===== config.mk =====
export PLATFORM = sky130hd
export DESIGN_NAME = pmem_arbiter
export DESIGN_NICKNAME = d
export VERILOG_FILES = /design/src/rtl/pmem_arbiter.sv
export SDC_FILE = /design/constraint.sdc
export NUM_CORES = 1
export LEC_CHECK = 0
export CAP_MARGIN = 40
export CORE_AREA = 2 2 273 275
export DETAILED_ROUTE_END_ITERATION = 7
export DIE_AREA = 0 0 275 277
export PLACE_DENSITY = 0.36
export SYNTH_ARGS = -nofsm -noshare
export SYNTH_HDL_FRONTEND = slang
export SYNTH_SLANG_ARGS = --single-unit

===== constraint.sdc =====
create_clock -name clk -period 2 [get_ports clk]
set_clock_uncertainty 0.2 [all_clocks]
set_input_delay 0.4 -clock clk [delete_from_list [all_inputs] [get_ports clk]]
set_output_delay 0.4 -clock clk [all_outputs]
set_load 0.05 [all_outputs]

===== src/rtl/pmem_arbiter.sv =====
// Round-robin arbiter sharing one physical-memory port between icache and dcache.
// Optional perf counters (grants, conflicts) under `define PMEM_ARB_PERF_EN.
module pmem_arbiter (
   input  logic         clk,
   input  logic         rst_n,
   input  logic         i_pmem_read,
   input  logic [15:0]  i_pmem_address,
   output logic [127:0] i_pmem_rdata,
   output logic         i_pmem_resp,
   input  logic         d_pmem_read,
   input  logic         d_pmem_write,
   input  logic [15:0]  d_pmem_address,
   input  logic [127:0] d_pmem_wdata,
   output logic [127:0] d_pmem_rdata,
   output logic         d_pmem_resp,
   output logic         pmem_read,
   output logic         pmem_write,
   output logic [15:0]  pmem_address,
   output logic [127:0] pmem_wdata,
   input  logic [127:0] pmem_rdata,
`ifdef PMEM_ARB_PERF_EN
   input  logic         perf_clr,
   output logic [15:0]  perf_i_grants,
   output logic [15:0]  perf_d_grants,
   output logic [15:0]  perf_conflicts,
`endif
   input  logic         pmem_resp
);

   typedef enum logic [1:0] {IDLE, SERVE_I, SERVE_D} state_t;

   state_t state, state_n;
   logic   last_d;           // 1: last grant went to dcache
   logic   i_req, d_req;
   logic   gnt_i, gnt_d;

   assign i_req = i_pmem_read;
   assign d_req = d_pmem_read | d_pmem_write;

   always_ff @(posedge clk or negedge rst_n) begin
      if (!rst_n) begin
         state  <= IDLE;
         last_d <= 1'b1;
      end else begin
         state <= state_n;
         if (gnt_i)      last_d <= 1'b0;
         else if (gnt_d) last_d <= 1'b1;
      end
   end

   always_comb begin
      state_n = state;
      gnt_i   = 1'b0;
      gnt_d   = 1'b0;
      case (state)
         IDLE: begin
            // On a conflict, the side that did not win last time goes first.
            if (i_req && (!d_req || last_d)) gnt_i = 1'b1;
            else if (d_req)                  gnt_d = 1'b1;
            if (gnt_i)      state_n = SERVE_I;
            else if (gnt_d) state_n = SERVE_D;
         end
         SERVE_I, SERVE_D: if (pmem_resp) state_n = IDLE;
         default:          state_n = IDLE;
      endcase
   end

   always_comb begin
      pmem_read    = 1'b0;
      pmem_write   = 1'b0;
      pmem_address = 16'h0;
      pmem_wdata   = 128'h0;
      case (state)
         SERVE_I: begin
            pmem_read    = i_pmem_read;
            pmem_address = i_pmem_address;
         end
         SERVE_D: begin
            // Writeback wins if the dcache raises both commands.
            pmem_read    = d_pmem_read & ~d_pmem_write;
            pmem_write   = d_pmem_write;
            pmem_address = d_pmem_address;
            pmem_wdata   = d_pmem_wdata;
         end
         default: ;
      endcase
   end

   assign i_pmem_resp  = pmem_resp & (state == SERVE_I);
   assign d_pmem_resp  = pmem_resp & (state == SERVE_D);
   assign i_pmem_rdata = pmem_rdata;
   assign d_pmem_rdata = pmem_rdata;

`ifdef PMEM_ARB_PERF_EN
   logic conflict;
   assign conflict = (state == IDLE) & i_req & d_req;

   always_ff @(posedge clk or negedge rst_n) begin
      if (!rst_n) begin
         perf_i_grants  <= 16'h0;
         perf_d_grants  <= 16'h0;
         perf_conflicts <= 16'h0;
      end else if (perf_clr) begin
         perf_i_grants  <= 16'h0;
         perf_d_grants  <= 16'h0;
         perf_conflicts <= 16'h0;
      end else begin
         if (gnt_i && perf_i_grants != 16'hFFFF)     perf_i_grants  <= perf_i_grants + 16'd1;
         if (gnt_d && perf_d_grants != 16'hFFFF)     perf_d_grants  <= perf_d_grants + 16'd1;
         if (conflict && perf_conflicts != 16'hFFFF) perf_conflicts <= perf_conflicts + 16'd1;
      end
   end
`endif

endmodule


==> flow_summary.toml, run 1 <==
[outcome]
status = "complete, but fails checks"
violations = "setup timing"

[sta]
layout_setup_ws_ps = -214
finalCriticalPeriod_ps = 2210
max_freq_mhz = 452
slew_viol_final = 0
setup-violations-final = 147
worst_pin_slew_ps = 271
hold_viol_final = 0
hold_ws_ps = 172
rsz0062_at_grt = "true"
tns_ps = -22350
slew_headroom = 0.819
fin_crit_sh = 1.11

[logic_synthesis]
synth_edf_count = 0
ys_types = 19
synth_common_cells = "buf_4, and2_1, a22oi_1, nor2b_1, buf_6"
synthesis.area_sq_um = 3350
synth.top_cell.area_share = 0.583
ys_seq_area_frac = 0.0228
ys.flop_type = "dfrtp_1"
yosys_warnings = 0
synth_top_area_cell = "buf_4"
synth_most_common_cell = "buf_4"
synth_area_leaders = "buf_4, and2_1, buf_6, a22oi_1, nor2b_1"
ys_seq_elements = 3
syn_nets = 760
async_flop_share = 1.00
syn_inst = 463
synth.avg_cell_area_sq_um = 7.23

[global_route]
grt_use_total = 0.0440
grt_pass1_wl_mm = 24.1
grt_pass1_vias = 3378
grt_overflow = 0
grt_max_degree = 24
antenna_found_initial = 5

[route]
viasPerCell = 2.08
vias = 3164
ant_nets = 0
drt-total-wl_mm = 19.7
wl_per_cell_microns = 13.0
drc = 0
drt_iter0_markers = 54
drt-pass1-iter-count = 4

[floorplan]
die_area_sq_um = 76200
rows = 100
io_pins = 698
fp.coreArea_sq_um = 73600
start_util = 0.0455
die_y_microns = 277
die-width_microns = 275

[clock_tree]
clk_latency_ps = 230
clockBufferDepth = 2
cts_sinks = 3
htree_levels = 1
path_clk_slew_ps = 30
cts_tree = "yes"
cts_inserted_buffers = 3
postCtsHoldBufs = 0
cts_root_buffer = "clkbuf_16"

[worst_setup_path]
worstPathRequired_ps = 1400
critPathBufInv = 5
slowest_stage = "dfrtp_1"
arrival_ps = 1610
worstReg2RegStart = "state[0]"
slowest_delay_ps = 370
crit_path_cell_trace = "inv_2, ha_4, buf_12, buf_16, buf_6, and2_4, buf_12"
critPathMaxFanout = 9
path_delay_family = "buffers and inverters"
r2r_cells = 6
r2r-end = "state[0]"
startpoint = "state[0]"
critical-path-top-cell-by-count = "buf_12"
end_kind = "primary output"
r2r_setup_slack_ps = 230
path_class = "reg -> out"
cp-start-kind = "flop"

[job]
max_cap_viol_count = 0

[worst_hold_path]
hold_path_class = "in -> async"

[place]
hpwl_mm = 14.7
dpl_worst_slack_ps = -159
portBuffers = 313
globalplace.congestion = 0.764
placed_cells = 1486

[finish]
layout.nets = 846
nFillCells = 8353
drive_above_1_share = 0.662
stdcell_count = 1518
syn_to_final_growth_pct = 152

[power_and_ir_drop]
vdd.ir_drop.worst_mv = 0.549
p_leak_nw = 3.10
pwr_density_cell_nw_per_um2 = 1360
p_total_w = 0.0115
## worst reg2reg max path, cell delays in order (launching register included)
cell	delay, ps
dfrtp_1	350
inv_2	50
buf_4	130
ha_1	320
buf_12	160
nor2b_4	140
o32ai_1	300
## registers in the layout, indices dropped and copies added, names as in the netlist
register / flops
state: 2
last_d: 1
## through the flow
| stage | cell area (sq um) | util |
|---|---|---|
| 2_1_floorplan | 3430 | - |
| 3_3_place_gp | 7370 | 0.100 |
| 3_5_place_dp | 7370 | 0.100 |
| 4_1_cts | 8210 | 0.112 |
| 5_1_grt | 8450 | 0.115 |
| 6_report | 8450 | 0.115 |
## layout by cell type (no fill, tap or decap)
master,synthesis,routed
nand2_2,0,1
o21ai_1,2,1
a22oi_1,16,2
diode_2,0,1
o32ai_1,1,1
dfrtp_1,2,2
buf_6,11,6
a211o_1,1,1
bufbuf_16,0,1
clkdlybuf4s50_1,0,165
ha_4,0,2
a22oi_2,0,14
inv_1,3,2
clkbuf_16,0,7
clkbuf_1,1,1
ha_1,3,1
buf_12,0,160
buf_4,260,10
inv_2,0,1
dfstp_2,1,1
buf_16,0,6
nor2_1,2,2
nor2b_4,1,15
nor2b_2,0,2
and2_4,0,132
buf_8,0,4
o21ai_0,2,2
o21ai_2,0,1
nand2_1,4,3
a21oi_1,2,2
## cell type report
type	count	area, sq um	area share
tap	969	1210	0.144
clock buffer	4	78.8	0.00933
timing repair buffer	356	5360	0.634
sequential	3	76.3	0.00904
multi-input combinational	182	1710	0.202
antenna	1	2.50	0.000296
inverter	3	11.3	0.00133
## metal layers
| metal | GRT usage | vias up | routed length (microns) |
|---|---|---|---|
| met3 | 0.0356 | 28 | 3930 |
| met2 | 0.0665 | 447 | 8330 |
| met5 | 0.00834 | - | 86 |
| li1 | - | 1334 | - |
| met4 | 0.0114 | 2 | 361 |
| met1 | 0.0461 | 1353 | 6970 |
## logic make-up after synthesis
| kind of cell | Yosys count | synth area share |
|---|---|---|
| adders and majority gates | 3 | 0.0112 |
| DFF | 3 | 0.0228 |
| AOI/OAI and AO/OA | 24 | 0.0501 |
| buffers and inverters | 278 | 0.629 |
| and+or+nand+nor | 155 | 0.287 |
## report_power, final
group	total (W)	internal [W]	switching, W	leakage, nW
Combinational	0.0111	0.00579	0.00528	3.02
Clock	0.000322	0.000263	0.0000584	0.0382
Sequential	0.000122	0.0000966	0.0000252	0.0361
Total	0.0115	0.00615	0.00537	3.10
## how the worst max path moves through the flow
stage                      end  slack (ps)  depth (start not counted)
2_1_floorplan  pmem_address[0]        -130                          4
3_3_place_gp         pmem_read        -190                          4
3_5_place_dp         pmem_read        -160                          4
4_1_cts         pmem_wdata[89]        -270                          7
5_1_grt              pmem_read        -290                          8
6_report        pmem_wdata[15]        -210                          7
## timing repair
item | 4_1_cts | 5_1_grt
endpoints found under the hold margin | 0 | 0
endpoints found under the setup margin | 148 | 148
buffers inserted | 10 | 7
gates cloned | 6 | 6
pin swaps | 1 | 8
resized for setup | 173 | 15
No activity file was read; power rests on OpenSTA's default activity.
==> run 2: changes to the inputs <==
Settings changed: ABC_AREA set to 1, ABC_CLOCK_PERIOD_IN_PS set to 2000, CORE_AREA 2 2 273 275 to 2 2 270 272, DIE_AREA 0 0 275 277 to 0 0 272 274.
==> run 2 against run 1 <==
  * The flow still finishes with violations (setup timing)
  * Critical path depth shrank 1
  * Routed wire length is 49% higher
  * Global-route usage grew 2.8 points
  * Count of clock-buffer cells in the layout is the same
  * Hold slack worse by 14 ps
  * Cell area grew 1.8%
  * Combinational power is 9.9% higher
  * Non-clock buffer count is 5 lower
  * Maximum frequency decreased by 1.8%
  * Clock power is 1% higher
  * First-iteration DRC count up 13%
  * Cell count increased by 9.2%
  * Largest cell class unchanged
==> flow_summary.toml, run 2 <==
[finish]
largestRegisters = "state x2, last_d x1"
mostFrequentLayoutCells = "clkdlybuf4s50_1, buf_12, nand2_1"
layout.nets = 994
regMostFlops = "state"
largest_reg_flops = 2
syn_to_final_growth_pct = 150
final_common_cell = "clkdlybuf4s50_1"
finish.instance_area_sq_um = 8600
drive_above_1_share = 0.598

[logic_synthesis]
ys.flop_type = "dfrtp_1"
synth.top_cell.area_share = 0.569
async_flop_share = 1.00
ys_seq_elements = 3
synthMuxAreaShare = 0
syn_nets = 912
syn_inst = 615
yosys_warnings = 0
synth_compound_area_frac = 0.0316
synth.avg_cell_area_sq_um = 5.60
synth_top_area_cell = "buf_4"
yosys.area_share.adder = 0.0109
synth_most_common_cell = "buf_4"
synth_xor_area_frac = 0
synth_edf_count = 0
ys_types = 16
synth_area_leaders = "buf_4, nand2_1, inv_1, a21oi_1, buf_2"
synth_top_family_by_area = "buffers and inverters"
ys_seq_area_frac = 0.0222
synth_common_cells = "buf_4, nand2_1, inv_1"
synthSimpleGateAreaFrac = 0.197
synthesis.area_sq_um = 3440

[worst_setup_path]
critPathMaxFanout = 9
crit_cells = 6
critPathBufInv = 3
arrival_ps = 1650
path_class = "reg -> out"
path_delay_family = "buffers and inverters"
slowest_stage = "dfrtp_1"
end_kind = "primary output"
crit_path_cell_trace = "inv_1, ha_4, clkbuf_16, nand2_1, a21oi_2, buf_12"
cp-start-kind = "flop"
worstPathRequired_ps = 1400
slowest_delay_ps = 420
r2r_cells = 6

[place]
globalplace.congestion = 0.734
portBuffers = 313
place_area_sq_um = 7450
hpwl_mm = 24.8

[sta]
worst_pin_slew_ps = 274
finalCriticalPeriod_ps = 2250
rsz0062_at_grt = "true"
max_freq_mhz = 443
slew_viol_final = 0
fin_crit_sh = 1.13
layout_setup_ws_ps = -255
setup-violations-final = 128
slew_headroom = 0.817
hold_viol_final = 0

[power_and_ir_drop]
vdd.ir_drop.worst_mv = 0.632
p_leak_nw = 3.87
pwr_density_cell_nw_per_um2 = 1470
p_total_w = 0.0126

[global_route]
grt_pass1_vias = 4326
grt_use_met3 = 0.0625
grt_pass1_wl_mm = 36.6
grt_most_used_layer = "met2"
grt_overflow = 0
grt_max_degree = 40
use_met2 = 0.122
grt_use_total = 0.0722
antenna_found_initial = 20
met1_usage = 0.0574

[route]
drt-total-wl_mm = 29.3
ant_nets = 0
drt-pass1-iter-count = 4
wl_per_cell_microns = 17.7
vias = 3892
viasPerCell = 2.35
drt_iter0_markers = 61
drc = 0

[floorplan]
start_util = 0.0478
die_area_sq_um = 74500
fp.coreArea_sq_um = 72000
rows = 99
io_pins = 698
die-width_microns = 272
die_y_microns = 274

[outcome]
violations = "setup timing"
status = "complete, but fails checks"

[clock_tree]
cts_sinks = 3
cts_inserted_buffers = 3
postCtsHoldBufs = 0
htree_levels = 1
cts_root_buffer = "clkbuf_16"
clk_latency_ps = 230
cts_tree = "yes"
clockBufferDepth = 2
path_clk_slew_ps = 30

[worst_hold_path]
hold_path_class = "in -> async"

[job]
max_cap_viol_count = 0
==> run 2: cell count changes in the layout (fill, tap and decap cells not counted), sizes merged, moves of 2 or more <==
cell,before,now
nand2,4,172
inv,3,137
and2,132,0
a21oi,2,20
nor2b,17,0
a22oi,16,0
buf,186,183
o21ai,4,1
nor2,2,0
or2,0,2
==> run 2: where the power goes <==
part	internal [W]	switching [W]
clock	0.000264	0.0000623
combinational	0.00548	0.00672
sequential	0.0000974	0.0000228
==> run 2: path summary, 6_finish.rpt <==
path,start,end,slack (ps)
max,state[1],pmem_address[12],-250
min,rst_n,state[1],160
max reg2reg,state[1],state[1],210
min reg2reg,last_d,last_d,390
max in group asynchronous,rst_n,last_d,1220
min in group clk,last_d,last_d,390
==> run 2: logic make-up after synthesis <==
logic type	count (synthesis)
buffers and inverters	411
and+or+nand+nor	177
AOI/OAI and AO/OA	21
adders and majority gates	3
DFF	3
==> run 2: metal layers <==
metal | vias to the layer above | part of all wire
met3 | 145 | 0.20
met5 | - | 0.0094
met4 | 32 | 0.056
met2 | 482 | 0.47
met1 | 1602 | 0.27
li1 | 1631 | -
==> run 2: cell type report <==
class	count	area [sq um]
well taps	959	1200
flip-flops and latches	3	76.3
clock buffers	4	78.8
multi-input cells	201	1410
fillers	8260	63400
repair inverters	1	6.26
inverters	136	598
diodes	2	5.00
repair buffers	351	5230
==> run 2: worst reg2reg max path, stage by stage (launching register included) <==
cell	delay, ps
dfrtp_1	410
inv_1	140
ha_4	340
inv_4	110
or2_4	280
a21oi_1	130
a21oi_1	60
==> run 2: what timing repair did <==
item	4_1_cts	5_1_grt
gates cloned	7	3
endpoints found under the setup margin	148	148
resized for setup	214	119
setup buffers	11	2
pin swaps	4	3
==> run 2: metrics by stage <==
step | cells | utilization | hold slack, ps | setup WS, ps | TNS (ps)
global placement | 1629 | 0.104 | 378 | -198 | -2400
global route | 1656 | 0.119 | 176 | -311 | -31710
CTS | 1651 | 0.114 | 162 | -251 | -23590
detailed placement | 1629 | 0.104 | 390 | -166 | -5150
floorplan | 615 | - | -95.6 | -285 | -3860
finish | 1657 | 0.119 | 158 | -255 | -21990
==> run 3: changes to the inputs <==
Settings changed: SLEW_MARGIN set to 20.
==> results of run 3 <==
The final DEF is identical to that of run 2; final timing and power are the same.
